--- src/rtl/bus_arbiter.sv ---
// bus_arbiter: two-master to one-slave bus arbiter with hold-limit preemption.
//   Parameter MAX_HOLD (1..255): most consecutive owned cycles while the other master requests.
//   Ports:
//     clk, reset_n                         clock, asynchronous active-low reset
//     M0_req/M0_wr/M0_address/M0_dout      master 0 request, write strobe, address, write data
//     M1_req/M1_wr/M1_address/M1_dout      master 1 equivalents
//     M0_grant, M1_grant                   grants decoded from the registered state
//     S_req/S_wr/S_address/S_dout          shared bus driven by the current owner
//     S_din                                slave read data
//     M_din                                read data returned to both masters
//   Optional macro ROUND_ROBIN_EN: idle ties go to the master that did not win last;
//   without it, idle ties always go to master 0.
module bus_arbiter #(
    parameter int MAX_HOLD = 16
) (
    input  logic        clk,
    input  logic        reset_n,
    input  logic        M0_req,
    input  logic        M0_wr,
    input  logic [7:0]  M0_address,
    input  logic [31:0] M0_dout,
    input  logic        M1_req,
    input  logic        M1_wr,
    input  logic [7:0]  M1_address,
    input  logic [31:0] M1_dout,
    output logic        M0_grant,
    output logic        M1_grant,
    output logic        S_req,
    output logic        S_wr,
    output logic [7:0]  S_address,
    output logic [31:0] S_dout,
    input  logic [31:0] S_din,
    output logic [31:0] M_din
);
    typedef enum logic [1:0] {IDLE, OWN0, OWN1} state_t;
    state_t state, next_state;
    logic [7:0] hold_cnt;
    logic other_req, limit, tie_m1;
    assign other_req = state == OWN0 ? M1_req : state == OWN1 ? M0_req : 1'b0;
    assign limit = other_req && hold_cnt == 8'(MAX_HOLD - 1);
`ifdef ROUND_ROBIN_EN
    logic last_m1;
    // Reset to master 1 so master 0 wins the first tie.
    always_ff @(posedge clk or negedge reset_n)
        if (!reset_n)
            last_m1 <= 1'b1;
        else if (next_state != state && next_state != IDLE)
            last_m1 <= next_state == OWN1;
    assign tie_m1 = !last_m1;
`else
    assign tie_m1 = 1'b0;
`endif
    always_ff @(posedge clk or negedge reset_n)
        if (!reset_n)
            state <= IDLE;
        else
            state <= next_state;
    // Counts owned cycles during which the other master waits; frozen while it does not.
    always_ff @(posedge clk or negedge reset_n)
        if (!reset_n)
            hold_cnt <= '0;
        else if (next_state != state)
            hold_cnt <= '0;
        else if (other_req && hold_cnt != 8'hff)
            hold_cnt <= hold_cnt + 8'd1;
    always_comb begin
        next_state = IDLE;
        case (state)
            IDLE: next_state = (M0_req && M1_req) ? (tie_m1 ? OWN1 : OWN0) :
                               M0_req ? OWN0 : M1_req ? OWN1 : IDLE;
            OWN0: next_state = (M0_req && !limit) ? OWN0 : M1_req ? OWN1 : IDLE;
            OWN1: next_state = (M1_req && !limit) ? OWN1 : M0_req ? OWN0 : IDLE;
            default: next_state = IDLE;
        endcase
    end
    always_comb begin
        M0_grant  = state == OWN0;
        M1_grant  = state == OWN1;
        S_req     = M0_grant ? M0_req     : M1_grant ? M1_req     : 1'b0;
        S_wr      = M0_grant ? M0_wr      : M1_grant ? M1_wr      : 1'b0;
        S_address = M0_grant ? M0_address : M1_grant ? M1_address : 8'h00;
        S_dout    = M0_grant ? M0_dout    : M1_grant ? M1_dout    : 32'h0;
        M_din     = S_din;
    end
endmodule

--- config.mk ---
export PLATFORM = sky130hd
export DESIGN_NAME = bus_arbiter
export DESIGN_NICKNAME = d
export VERILOG_FILES = /design/src/rtl/bus_arbiter.sv
export SDC_FILE = /design/constraint.sdc
export NUM_CORES = 1
export LEC_CHECK = 0
export BUFFER_PORTS_ARGS = -buffer_cell sky130_fd_sc_hd__buf_4
export CAP_MARGIN = 20
export CORE_AREA = 2 2 74 76
export DETAILED_ROUTE_END_ITERATION = 8
export DIE_AREA = 0 0 76 78
export PLACE_DENSITY = 0.74
export SYNTH_ARGS = -nofsm -noshare
export SYNTH_HDL_FRONTEND = slang
export SYNTH_SLANG_ARGS = --single-unit
--- constraint.sdc ---
create_clock -name clk -period 3.9 [get_ports clk]
set_input_delay 0.78 -clock clk [delete_from_list [all_inputs] [get_ports clk]]
set_output_delay 0.78 -clock clk [all_outputs]
set_load 0.03 [all_outputs]
==> flow_summary.yaml, run 1 <==
pwr:
  internal_power_uw: 324.5
  share_comb_of_total_power: 0.597
  p_sw_frac: 0.4082
  cellLeakagePower_uw: 0.001057
  clkPwrFrac: 0.197
  ir_worst_vdd_uv: 92.94
  powerDensity_mw_per_mm2: 263.7
  seqPwrFrac: 0.206
  netSwitchingPower_uw: 223.9
floorplan:
  dieWidth_um: 76
  start_util: 0.2494
  die-area_mm2: 0.005928
  row_count: 26
  coreArea_mm2: 0.005042
  io_pins: 194
  die_h_um: 78
detailed_routing:
  first_iter_violations: 85
  ant_nets: 0
  wire_per_inst_um: 17.16
  via_per_inst: 4.906
  dr.pass1.iters: 4
  drt_wl_total_um: 5319
  drc: 0
  num_vias: 1521
worst_setup_path:
  crit_type: "register to primary output"
  crit_arrival_ns: 1.99
  required_ns: 3.12
  critPathMaxFanout: 34
  r2r_slack_ns: 1.95
  critPathLaunchType: "register"
  cp-end-kind: "primary output"
sta:
  finalWorstSetupSlack_ns: 1.125
  worst_pin_slew_ns: 0.7300
  hold_viol: 0
  rsz0062_at_grt: "no"
  maxSlewHeadroom: 0.5133
  clock_skew_ns: 0.003428
  setup_violations: 0
  finalMaxSlewViolations: 0
  hold_ws_ns: 0.3643
  fin_crit_ns: 2.775
  timing.final.crit_share: 0.7115
  fmax_mhz: 360.4
  fin_setup_tns_ns: 0
clock_network:
  cts_tree: "built"
  clk_latency_ns: 0.24
  clockBufferDepth: 2
  post_cts_buffers: 0
  postCtsHoldBufs: 0
  clkSlewWorstSetupHoldPaths_ns: 0.05
  numCtsBuffers: 3
  cts_resized: 0
  cts_sinks: 10
  htree_levels: 1
  cts_root_buf: "clkbuf_8"
finish:
  flow.area_growth_from_synthesis_pct: 65.37
  final_nets: 361
  antenna_cells: 0
  drive_gt1_frac: 0.6000
place:
  dp_slack_ns: 1.371
  gp_congestion: 0.7654
  hpwl_um: 4469
  io_buffers: 129
global_route:
  grt_first_pass_wirelength_um: 7465
  antenna_found_initial: 0
  grt_pass1_vias: 1425
  grt_max_degree: 43
  grt_usage: 0.1612
  grt-ovfl-total: 0
yosys:
  syn-cell-area_mm2: 0.001257
  synth_seq_cells: 10
  yosys_warnings: 0
  ys_seq_area_frac: 0.1990
  syn_nets: 268
  synth.distinct_cells: 35
  synth_cells: 149
  postSynthAreaPerCell_um2: 8.439
worst_hold_path:
  hold_class: "input pin to async pin"
run_status:
  outcome: "complete, no violations"
flow_run:
  cap_violations: 0
cell usage after synthesis, drive strengths merged:
cell type   n  area [µm²]
nand4       1       6.260
and2        1       6.260
buf        34       256.5
nor3b       1       7.510
nand3b      3       26.27
xnor2       2       17.52
xor2        1       8.760
nor4        2       12.51
and4        1       8.760
a211oi      2       15.01
clkbuf      9       33.78
or2         1       6.260
nor2b       2       12.51
mux2i       1       10.01
or4         1       11.26
ha          1       12.51
a22o       42       367.9
dfrtp      10       250.2
inv         2       7.510
or3         3       22.52
and3        1       6.260
o21ai       4       20.02
nand3       3       15.01
a21oi       5       28.78
o31ai       1       7.510
nor2        6       22.52
and2b       1       8.760
a2111oi     1       8.760
nand2       5       18.77
o221a       1       11.26
and4b       1       10.01
power groups by stage:
stage               clock [µW]  sequential, µW  combinational [µW]
finish                     108             113                 327
CTS                        109             113                 329
floorplan                    0             112                 236
global placement             0             114                 325
global route               113             114                 344
detailed placement           0             115                 328
area by class of cell:
cell class	instances	area, µm²
Fill cell	515	2963
Timing Repair Buffer	131	980.9
Multi-Input combinational cell	94	711.9
Sequential cell	10	250.2
Tap cell	70	87.58
Clock buffer	3	41.29
Inverter	2	7.507
registers in the layout, summed over array words and instances (netlist names):
name / count
hold_cnt: 8
state: 2
path summary, 6_finish.rpt:
path / end / start / cells past startpoint
min: hold_cnt[5]$_DFFE_PN0P_ / reset_n / 1
min in group clk: hold_cnt[1]$_DFFE_PN0P_ / hold_cnt[1]$_DFFE_PN0P_ / 2
max: S_dout[2] / state[0]$_DFF_PN0_ / 5
max in group asynchronous: state[1]$_DFF_PN0_ / reset_n / 1
max reg2reg: hold_cnt[7]$_DFFE_PN0P_ / hold_cnt[0]$_DFFE_PN0P_ / 5
min reg2reg: hold_cnt[1]$_DFFE_PN0P_ / hold_cnt[1]$_DFFE_PN0P_ / 2
metal layers:
metal,up-vias,wire [µm],track usage,share of wire
li1,715,-,-,-
met1,699,2481,0.2296,0.47
met2,95,2259,0.2277,0.42
met3,12,495,0.05349,0.093
met4,0,82,0.04909,0.015
met5,-,0,0,0
critical path, cell delays in order, from the launching register on:
cell and delay [ns]:
dfrtp_1 0.43, inv_1 0.11, nor2_2 0.34, buf_4 0.39, a22o_1 0.28, buf_4 0.19
through the flow:
step | area [µm²] | total power, µW | instances | util
after global routing | 2079 | 571.3 | 310 | 0.4124
final | 2079 | 548.4 | 310 | 0.4124
after CTS | 2074 | 550.4 | 309 | 0.4114
after global placement | 2033 | 439.1 | 306 | 0.4032
after floorplan | 1257 | 347.6 | 149 | -
after detailed placement | 2033 | 442.5 | 306 | 0.4032
kinds of logic after synthesis:
logic type	synth area share
multiplexers	0.007961
adder cells (fa/ha/maj)	0.009949
flip-flops	0.1990
XOR/XNOR	0.02090
AO/OA/AOI/OAI	0.3652
buffers and inverters	0.2368
AND/OR/NAND/NOR	0.1602
cells in the final DEF, fill, tap and decap left out, drive strengths merged, types with 3 or more instances in the layout:
cell / n
or3: 3
buf: 131
nand2: 5
dfrtp: 10
a21oi: 5
nand3: 3
a22o: 42
o21ai: 4
nand3b: 3
clkbuf: 3
nor2: 6
Power figures use the tool's default switching activity.
==> run 2: changes to the inputs <==
--- a/config.mk
+++ b/config.mk
@@ -7,10 +7,10 @@
 export LEC_CHECK = 0
 export BUFFER_PORTS_ARGS = -buffer_cell sky130_fd_sc_hd__buf_4
 export CAP_MARGIN = 20
-export CORE_AREA = 2 2 74 76
+export CORE_AREA = 2 2 75 77
 export DETAILED_ROUTE_END_ITERATION = 8
-export DIE_AREA = 0 0 76 78
-export PLACE_DENSITY = 0.74
+export DIE_AREA = 0 0 77 79
+export PLACE_DENSITY = 0.75
 export SYNTH_ARGS = -nofsm -noshare
 export SYNTH_HDL_FRONTEND = slang
 export SYNTH_SLANG_ARGS = --single-unit
==> constraint.sdc (replaced) <==
create_clock -name clk -period 2.5 [get_ports clk]
set_input_delay 0.5 -clock clk [delete_from_list [all_inputs] [get_ports clk]]
set_output_delay 0.5 -clock clk [all_outputs]
set_load 0.03 [all_outputs]
==> run 2 against run 1 <==
Power up 57%. Largest cell class unchanged. Clock power up 50%. Die area increased by 2.6%. Critical endpoint is now S_dout[12]. Wire length shrank 6.6%. Highest routed layer unchanged. Via count decreased by 2.0%. Utilization decreased by 1.6 points.
==> flow_summary.yaml, run 2 (synthesized netlist as in run 1, its figures left out) <==
worst_setup_path:
  critPathMaxFanout: 42
  crit_arrival_ns: 1.63
  cp_cell_sequence: "and2b_2 > buf_12 > a22o_1 > buf_4"
  required_ns: 2.00
  cp-end-kind: "primary output"
  slowest_delay_ns: 0.53
  critPathSlowestCell: "dfrtp_1"
  critPathLaunchType: "register"
  crit_type: "register to primary output"
detailed_routing:
  num_vias: 1490
  drt_wl_total_um: 4969
  via_per_inst: 4.760
  ant_nets: 0
  drc: 0
  wire_per_inst_um: 15.88
  first_iter_violations: 61
  dr.pass1.iters: 4
finish:
  flow.area_growth_from_synthesis_pct: 68.36
  drive_gt1_frac: 0.6017
  largest-register: "hold_cnt"
  largest_reg_flops: 8
  fin_util: 0.3966
  antenna_cells: 0
  reg_top3: "hold_cnt: 8 flops, state: 2 flops"
  final_cell_mix: "buf_4, a22o_1, dfrtp_1"
  final_area_mm2: 0.002117
  final_nets: 362
  final_common_cell: "buf_4"
place:
  gp_congestion: 0.8172
  dp_slack_ns: 0.5904
  hpwl_um: 4269
  placed_cell_area_mm2: 0.002076
  io_buffers: 129
clock_network:
  numCtsBuffers: 3
  clockBufferDepth: 2
  htree_levels: 1
  post_cts_buffers: 0
  cts_resized: 0
  cts_sinks: 10
  postCtsHoldBufs: 0
  clkSlewWorstSetupHoldPaths_ns: 0.05
  clk_latency_ns: 0.23
  cts_root_buf: "clkbuf_8"
  cts_tree: "built"
sta:
  timing.final.crit_share: 0.8522
  finalMaxSlewViolations: 0
  fmax_mhz: 469.4
  maxSlewHeadroom: 0.6616
  fin_setup_tns_ns: 0
  worst_pin_slew_ns: 0.4949
  clock_skew_ns: 0.006284
  rsz0062_at_grt: "no"
  hold_viol: 0
  setup_violations: 0
  finalWorstSetupSlack_ns: 0.3695
  fin_crit_ns: 2.130
global_route:
  grt_first_pass_wirelength_um: 7038
  antenna_found_initial: 0
  use_met1: 0.1638
  met2_usage: 0.2904
  gr-usage-met3: 0.02500
  grt_max_degree: 43
  grt_pass1_vias: 1375
  grt-ovfl-total: 0
  grt_usage: 0.1484
  grt.busiest_layer: "met2"
floorplan:
  coreArea_mm2: 0.005338
  start_util: 0.2356
  dieWidth_um: 77
  io_pins: 194
  row_count: 27
  die_h_um: 79
  die-area_mm2: 0.006083
run_status:
  outcome: "complete, no violations"
pwr:
  ir_worst_vdd_uv: 165.0
  powerDensity_mw_per_mm2: 406.2
  cellLeakagePower_uw: 0.001071
worst_hold_path:
  hold_class: "input pin to async pin"
flow_run:
  cap_violations: 0
## run 2: cell count changes in the layout (fill, tap and decap cells not counted), sizes merged
cell and change:
buf +1
## run 2: layer usage
metal,up-vias,part of all wire
met1,684,0.37
met5,-,0
li1,719,-
met4,0,0.0091
met3,5,0.071
met2,82,0.55
## run 2: through the flow
step | hold WS, ns | std cells | total power (µW)
finish | 0.08199 | 313 | 859.9
global route | 0.09202 | 313 | 899.6
CTS | 0.08551 | 313 | 869.5
detailed placement | 0.3360 | 310 | 704.6
global placement | 0.3340 | 310 | 700.7
floorplan | 0.2044 | 149 | 542.2
## run 2: power breakdown
group	switching (µW)	leakage, µW	internal, µW
combinational	278	0.000913	243
clock	57.1	0.0000216	105
sequential	8.87	0.000136	168
## run 2: worst paths after layout
check	depth (start not counted)	endpoint	startpoint	slack, ns
min	1	hold_cnt[2]$_DFFE_PN0P_	reset_n	0.08
max	4	S_dout[12]	state[1]$_DFF_PN0_	0.37
max in group asynchronous	1	state[0]$_DFF_PN0_	reset_n	2.27
max reg2reg	5	hold_cnt[7]$_DFFE_PN0P_	hold_cnt[0]$_DFFE_PN0P_	0.58
min in group clk	2	state[0]$_DFF_PN0_	M0_req	0.57
min reg2reg	2	hold_cnt[0]$_DFFE_PN0P_	hold_cnt[0]$_DFFE_PN0P_	0.57
## run 2: worst max-delay path: cells and delay by family, from the launching register on
kind / cells / cell delay, ns
AOI/OAI and AO/OA: 1 / 0.23
and+or+nand+nor: 1 / 0.23
buffers and inverters: 2 / 0.39
DFF: 1 / 0.53
## run 2: area by class of cell
| cell class | instances | area [µm²] |
|---|---|---|
| clock buffers | 3 | 41.29 |
| fillers | 562 | 3221 |
| inverters | 2 | 7.507 |
| multi-input cells | 94 | 711.9 |
| flip-flops and latches | 10 | 250.2 |
| well taps | 72 | 90.09 |
| repair buffers | 132 | 1016 |
